`src/rtl/uart_imem_loader.sv`:
```
// UART boot loader: 8N1 receiver feeding a little-endian word assembler that fills an
// instruction memory, then enables a synchronised GPIO hand-off path.
`timescale 1ns/1ps
module uart_imem_loader #(
   parameter int CLK_HZ       = 50000000,
   parameter int BIT_RATE     = 9600,
   parameter int PAYLOAD_BITS = 8,
   parameter int IMEM_DEPTH   = 64
) (
   input  logic                    clk,
   input  logic                    rst,
   input  logic                    uart_rxd,
   input  logic                    uart_rx_en,
   output logic                    uart_rx_break,
   output logic                    uart_rx_valid,
   output logic [PAYLOAD_BITS-1:0] uart_rx_data,
   input  logic [3:0]              input_gpio_pins,
   output logic [3:0]              output_gpio_pins,
   output logic                    write_done
);
   localparam int CYCLES_PER_BIT = CLK_HZ / BIT_RATE;
   localparam int CNT_W  = $clog2(CYCLES_PER_BIT + 1);
   localparam int BIDX_W = (PAYLOAD_BITS > 1) ? $clog2(PAYLOAD_BITS) : 1;
   localparam int ADDR_W = (IMEM_DEPTH > 1) ? $clog2(IMEM_DEPTH) : 1;

   localparam logic [CNT_W-1:0]  CNT_LAST   = CNT_W'(CYCLES_PER_BIT - 1);
   localparam logic [CNT_W-1:0]  CNT_HALF   = CNT_W'(CYCLES_PER_BIT / 2);
   localparam logic [BIDX_W-1:0] BIDX_LAST  = BIDX_W'(PAYLOAD_BITS - 1);
   localparam logic [ADDR_W-1:0] ADDR_LAST  = ADDR_W'(IMEM_DEPTH - 1);

   localparam logic [1:0] ST_IDLE  = 2'd0;
   localparam logic [1:0] ST_START = 2'd1;
   localparam logic [1:0] ST_DATA  = 2'd2;
   localparam logic [1:0] ST_STOP  = 2'd3;

   logic                    rxd_meta_r;
   logic                    rxd_sync_r;
   logic [1:0]              state_r;
   logic [CNT_W-1:0]        cycle_cnt_r;
   logic [BIDX_W-1:0]       bit_idx_r;
   logic [PAYLOAD_BITS-1:0] rx_data_r;
   logic                    rx_valid_r;
   logic                    rx_break_r;
   logic [1:0]              byte_cnt_r;
   logic [ADDR_W-1:0]       addr_r;
   logic [31:0]             asm_word_r;
   logic                    write_done_r;
   logic [3:0]              gpio_meta_r;
   logic [3:0]              gpio_sync_r;
   logic [3:0]              gpio_out_r;
   logic [31:0]             imem_r [IMEM_DEPTH];

   logic [31:0]             asm_next_s;
   logic                    word_last_s;
   logic                    word_term_s;
   logic                    word_write_s;

   // Two-flop synchroniser on the serial line
   always_ff @(posedge clk or posedge rst) begin
      if (rst) begin
         rxd_meta_r <= 1'b0;
         rxd_sync_r <= 1'b0;
      end else begin
         rxd_meta_r <= uart_rxd;
         rxd_sync_r <= rxd_meta_r;
      end
   end

   // Receive FSM: start validation at mid-bit, then one sample per bit period
   always_ff @(posedge clk or posedge rst) begin
      if (rst) begin
         state_r     <= ST_IDLE;
         cycle_cnt_r <= CNT_W'(0);
         bit_idx_r   <= BIDX_W'(0);
         rx_data_r   <= PAYLOAD_BITS'(0);
         rx_valid_r  <= 1'b0;
         rx_break_r  <= 1'b0;
      end else begin
         rx_valid_r <= 1'b0;
         rx_break_r <= 1'b0;
         case (state_r)
            ST_IDLE: begin
               cycle_cnt_r <= CNT_W'(0);
               bit_idx_r   <= BIDX_W'(0);
               if (uart_rx_en && !rxd_sync_r) state_r <= ST_START;
               else                           state_r <= ST_IDLE;
            end
            ST_START: begin
               if (cycle_cnt_r == CNT_HALF) begin
                  cycle_cnt_r <= CNT_W'(0);
                  state_r     <= rxd_sync_r ? ST_IDLE : ST_DATA;
               end else begin
                  cycle_cnt_r <= cycle_cnt_r + CNT_W'(1);
               end
            end
            ST_DATA: begin
               if (cycle_cnt_r == CNT_LAST) begin
                  cycle_cnt_r <= CNT_W'(0);
                  rx_data_r   <= {rxd_sync_r, rx_data_r[PAYLOAD_BITS-1:1]};
                  if (bit_idx_r == BIDX_LAST) state_r <= ST_STOP;
                  else bit_idx_r <= bit_idx_r + BIDX_W'(1);
               end else begin
                  cycle_cnt_r <= cycle_cnt_r + CNT_W'(1);
               end
            end
            ST_STOP: begin
               if (cycle_cnt_r == CNT_LAST) begin
                  cycle_cnt_r <= CNT_W'(0);
                  state_r     <= ST_IDLE;
                  // A low stop bit is a BREAK only when the whole payload was zero
                  if (rxd_sync_r)                          rx_valid_r <= 1'b1;
                  else if (rx_data_r == PAYLOAD_BITS'(0))  rx_break_r <= 1'b1;
               end else begin
                  cycle_cnt_r <= cycle_cnt_r + CNT_W'(1);
               end
            end
            default: begin
               state_r     <= ST_IDLE;
               cycle_cnt_r <= CNT_W'(0);
            end
         endcase
      end
   end

   // Merge the incoming byte into its lane and classify a completed word
   always_comb begin
      asm_next_s = asm_word_r;
      asm_next_s[{byte_cnt_r, 3'b000} +: 8] = rx_data_r[7:0];
      word_last_s  = rx_valid_r && !write_done_r && (byte_cnt_r == 2'd3);
      if (word_last_s && (asm_next_s == 32'hFFFF_FFFF)) begin
         word_term_s  = 1'b1;
         word_write_s = 1'b0;
      end else begin
         word_term_s  = 1'b0;
         word_write_s = word_last_s;
      end
   end

   // Loader bookkeeping: byte lane, write address and the sticky done flag
   always_ff @(posedge clk or posedge rst) begin
      if (rst) begin
         byte_cnt_r   <= 2'd0;
         addr_r       <= ADDR_W'(0);
         asm_word_r   <= 32'h0000_0000;
         write_done_r <= 1'b0;
      end else if (!write_done_r) begin
         if (rx_valid_r) begin
            asm_word_r <= asm_next_s;
            byte_cnt_r <= byte_cnt_r + 2'd1;
            if (word_term_s) begin
               write_done_r <= 1'b1;
            end else if (word_write_s) begin
               addr_r <= addr_r + ADDR_W'(1);
               if (addr_r == ADDR_LAST) write_done_r <= 1'b1;
            end
         end else if (rx_break_r) begin
            byte_cnt_r <= 2'd0;
         end
      end
   end

   // Instruction memory has no reset so contents survive a re-boot
   always_ff @(posedge clk) begin
      if (word_write_s) imem_r[addr_r] <= asm_next_s;
   end

   // GPIO: two-flop synchroniser then an output register gated by write_done
   always_ff @(posedge clk or posedge rst) begin
      if (rst) begin
         gpio_meta_r <= 4'b0000;
         gpio_sync_r <= 4'b0000;
         gpio_out_r  <= 4'b0000;
      end else begin
         gpio_meta_r <= input_gpio_pins;
         gpio_sync_r <= gpio_meta_r;
         gpio_out_r  <= write_done_r ? gpio_sync_r : 4'b0000;
      end
   end

   assign uart_rx_break    = rx_break_r;
   assign uart_rx_valid    = rx_valid_r;
   assign uart_rx_data     = rx_data_r;
   assign output_gpio_pins = gpio_out_r;
   assign write_done       = write_done_r;

endmodule

```
`config.mk`:
```
export PLATFORM = sky130hd
export DESIGN_NAME = uart_imem_loader
export DESIGN_NICKNAME = d
export VERILOG_FILES = /design/src/rtl/uart_imem_loader.sv
export SDC_FILE = /design/constraint.sdc
export NUM_CORES = 1
export LEC_CHECK = 0
export ABC_AREA = 1
export CAP_MARGIN = 20
export CORE_MARGIN = 1.5
export CORE_UTILIZATION = 50
export CTS_CLUSTER_DIAMETER = 100
export DETAILED_ROUTE_END_ITERATION = 12
export PLACE_DENSITY = 0.72
export SLEW_MARGIN = 30
export SYNTH_ARGS = -nofsm -noshare
export SYNTH_HDL_FRONTEND = slang
export SYNTH_SLANG_ARGS = --single-unit
```
`constraint.sdc`:
```
create_clock -name clk -period 5.25 [get_ports clk]
set_clock_uncertainty 0.2 [all_clocks]
set_input_delay 0.7875 -clock clk [delete_from_list [all_inputs] [get_ports clk]]
set_output_delay 0.7875 -clock clk [all_outputs]
set_load 0.02 [all_outputs]
```
==> flow_summary.yaml <==
outcome:
  outcome: "complete, no violations"
power:
  clkPwrFrac: 0.350
  p_sw_frac: 0.281
  power_density_nw_per_um2: 284
  leakage_nw: 2.27
  p_int_w: 0.000943
  ir_drop_mv: 0.259
  switchingPower_w: 0.000368
  combinationalPowerShare: 0.117
  p_total_w: 0.00131
  seqPwrFrac: 0.534
global_route:
  grt_pass1_vias: 3196
  antenna_found_initial: 0
  grt_max_degree: 49
  grt_overflow: 0
  grt_usage: 0.215
  grt_pass1_wl_um: 14700
logic_synthesis:
  synthFlopType: "dfrtp_1"
  syn_nets: 531
  ys_seq_area_frac: 0.506
  avgSynthCellArea_um2: 8.00
  ys_warn_count: 0
  synth_edf_count: 0
  syn_inst: 513
  ys_types: 35
  ys_async_sr_fraction: 1.00
  ys_ff_latch: 83
  syn_area_um2: 4110
route:
  drt_wl_total_um: 8500
  dr.pass1.iters: 5
  drtAntennaViolNets: 0
  vias: 3342
  routedWlPerCell_um: 13.2
  drtIter0Drc: 242
  drc: 0
  viasPerCell: 5.20
final_layout:
  syn_to_final_growth_pct: 12.4
  fin_nets: 554
  final_common_cell: "nand2_1"
  final_area_um2: 4610
  drive_above_1_share: 0.0758
  layout_common_cells: "nand2_1, dfrtp_1, inv_1, nor2_1, nand3_1"
  stdcell_count: 643
  n_antenna_cell: 0
placed_design:
  gp_congestion: 0.868
  port_buffers: 22
  dpl_cell_area_um2: 4410
  hpwl_um: 5990
  placed_cells: 627
sta:
  setup_violations: 0
  worst_pin_slew_ns: 0.902
  post-route-min-period_ns: 3.17
  fin_setup_tns_ns: 0
  fin_crit_sh: 0.604
  hold_viol_final: 0
  rsz0062_at_grt: "false"
  maxSlewViolCount: 0
  clock.fmax_ghz: 0.315
  maxSlewHeadroom: 0.397
floorplanning:
  die_area_um2: 8760
  start_util: 0.523
  die_y_um: 93.6
  ios: 23
  rows: 32
  core_region_area_um2: 7850
  die_width_um: 93.6
critical_path:
  startpoint_type: "flop"
  regToRegSetupSlack_ns: 2.08
  r2r_start: "byte_cnt_r[0]"
  cp.arrival_ns: 3.27
  worstSetupEndpointType: "flop"
  path_class: "reg -> reg"
  ff2ff_path_depth: 15
  worst-endpoint-required_ns: 5.34
  r2r_end: "addr_r[3]"
  worstPathMaxFanout: 14
cts:
  htree_levels: 3
  clock_sinks: 83
  cts_tree: "done"
  clockRootBuffer: "clkbuf_8"
  clockBufferDepth: 2
  cts_setup_buffers: 0
  clk_pin_slew_ns: 0.09
  cts_made_buffers: 9
  clk_latency_ns: 0.36
  cts_resized: 0
  cts_hold_buf: 0
min_path:
  worstHoldPathType: "reg -> reg"
  worst_hold_path.num_cells: 0
  hold_start: "gpio_meta_r[0]"
  min_to: "gpio_sync_r[0]"
flow_run:
  cap_violations: 0
==> flip-flops by register name, summed over array words and instances, names as in the netlist, 2 cells and up, named ones only <==
name              count
asm_word_r           32
cycle_cnt_r          13
uart_rx_data          8
addr_r                6
gpio_meta_r           4
gpio_sync_r           4
output_gpio_pins      4
bit_idx_r             3
byte_cnt_r            2
==> cell families (layout without fill, tap and decap cells) <==
kind of cell | Yosys count | in the layout | share of synthesized area
adders and majority gates | 10 | 10 | 0.0305
DFF | 83 | 83 | 0.506
AOI/OAI and AO/OA | 59 | 59 | 0.0835
muxes | 3 | 3 | 0.00823
and+or+nand+nor | 281 | 281 | 0.290
buffers and inverters | 70 | 98 | 0.0670
xor gates and xnor gates | 7 | 7 | 0.0149
==> worst max-delay path: stages, from the launching register on <==
cell and delay [ns]:
dfrtp_1 0.67, clkinv_1 0.41, ha_1 0.45, inv_2 0.10, nand2_1 0.20, nor2_1 0.19
nand2_1 0.08, nand2_1 0.08, nand2_1 0.06, nor2_1 0.11, nand2_1 0.08, nor2_2 0.10
nand2_2 0.14, nand2_4 0.12, nand2_1 0.07, nand2_1 0.05
==> area by class of cell <==
type / count / area [µm²]
clock buffer: 9 / 124
clock inverter: 7 / 76.3
fill: 717 / 3230
inverter: 58 / 219
multi-input combinational: 360 / 1760
sequential: 83 / 2080
tap: 102 / 128
timing repair buffer: 24 / 235
==> routing by layer <==
layer  up-vias  wire length, µm  track usage
li1       1689                -            -
met1      1559             4020        0.293
met2        72             3950        0.338
met3        22              331       0.0317
met4         0              189        0.102
met5         -                0            0
==> Yosys cell counts, types with 2 or more instances <==
library cell  instances  share of area
xor2_1                7          0.015
nor3b_1               2         0.0037
clkbuf_1              7         0.0064
o21ai_1               5         0.0061
buf_2                 3         0.0037
o21bai_1              2         0.0037
dfrtp_1              83           0.51
o21ai_0              25          0.030
inv_1                53          0.048
nor2_2                4         0.0061
ha_1                 10          0.030
nand2_2               6         0.0091
nand2_1             164           0.15
nor4_1                4         0.0061
nor3_1                8         0.0098
a21oi_1               4         0.0049
inv_2                 4         0.0037
o41ai_1               4         0.0085
a31oi_1              14          0.021
nand4_1               5         0.0076
mux2_2                3         0.0082
nor2_1               51          0.047
nand3_1              32          0.039
o22ai_1               2         0.0030
==> worst max-delay path by stage <==
| stage | start | endpoint | slack, ns | depth (start not counted) |
|---|---|---|---|---|
| after detailed placement | byte_cnt_r[0] | addr_r[3] | 2.17 | 15 |
| after global routing | byte_cnt_r[0] | addr_r[4] | 1.80 | 15 |
| after global placement | byte_cnt_r[0] | addr_r[5] | 2.26 | 15 |
| after CTS | byte_cnt_r[0] | addr_r[3] | 2.11 | 15 |
| final | byte_cnt_r[0] | addr_r[3] | 2.08 | 15 |
| after floorplan | rst | asynchronous set/reset pin | 2.13 | 1 |
==> stage by stage <==
stage,hold WS [ns],setup slack (ns),util
6_report,0.151,2.08,0.588
5_1_grt,0.155,1.80,0.588
4_1_cts,0.151,2.11,0.588
3_5_place_dp,0.136,2.17,0.563
3_3_place_gp,0.133,2.26,0.563
2_1_floorplan,0.131,2.13,-
==> power by group through the flow <==
stage	registers [W]	clock network [W]	logic, W
detailed placement	0.000712	0	0.000155
floorplan	0.000700	0	0.000125
finish	0.000700	0.000459	0.000153
CTS	0.000699	0.000471	0.000156
global placement	0.000711	0	0.000149
global route	0.000705	0.000493	0.000178
(Power assumes the default switching activity.)
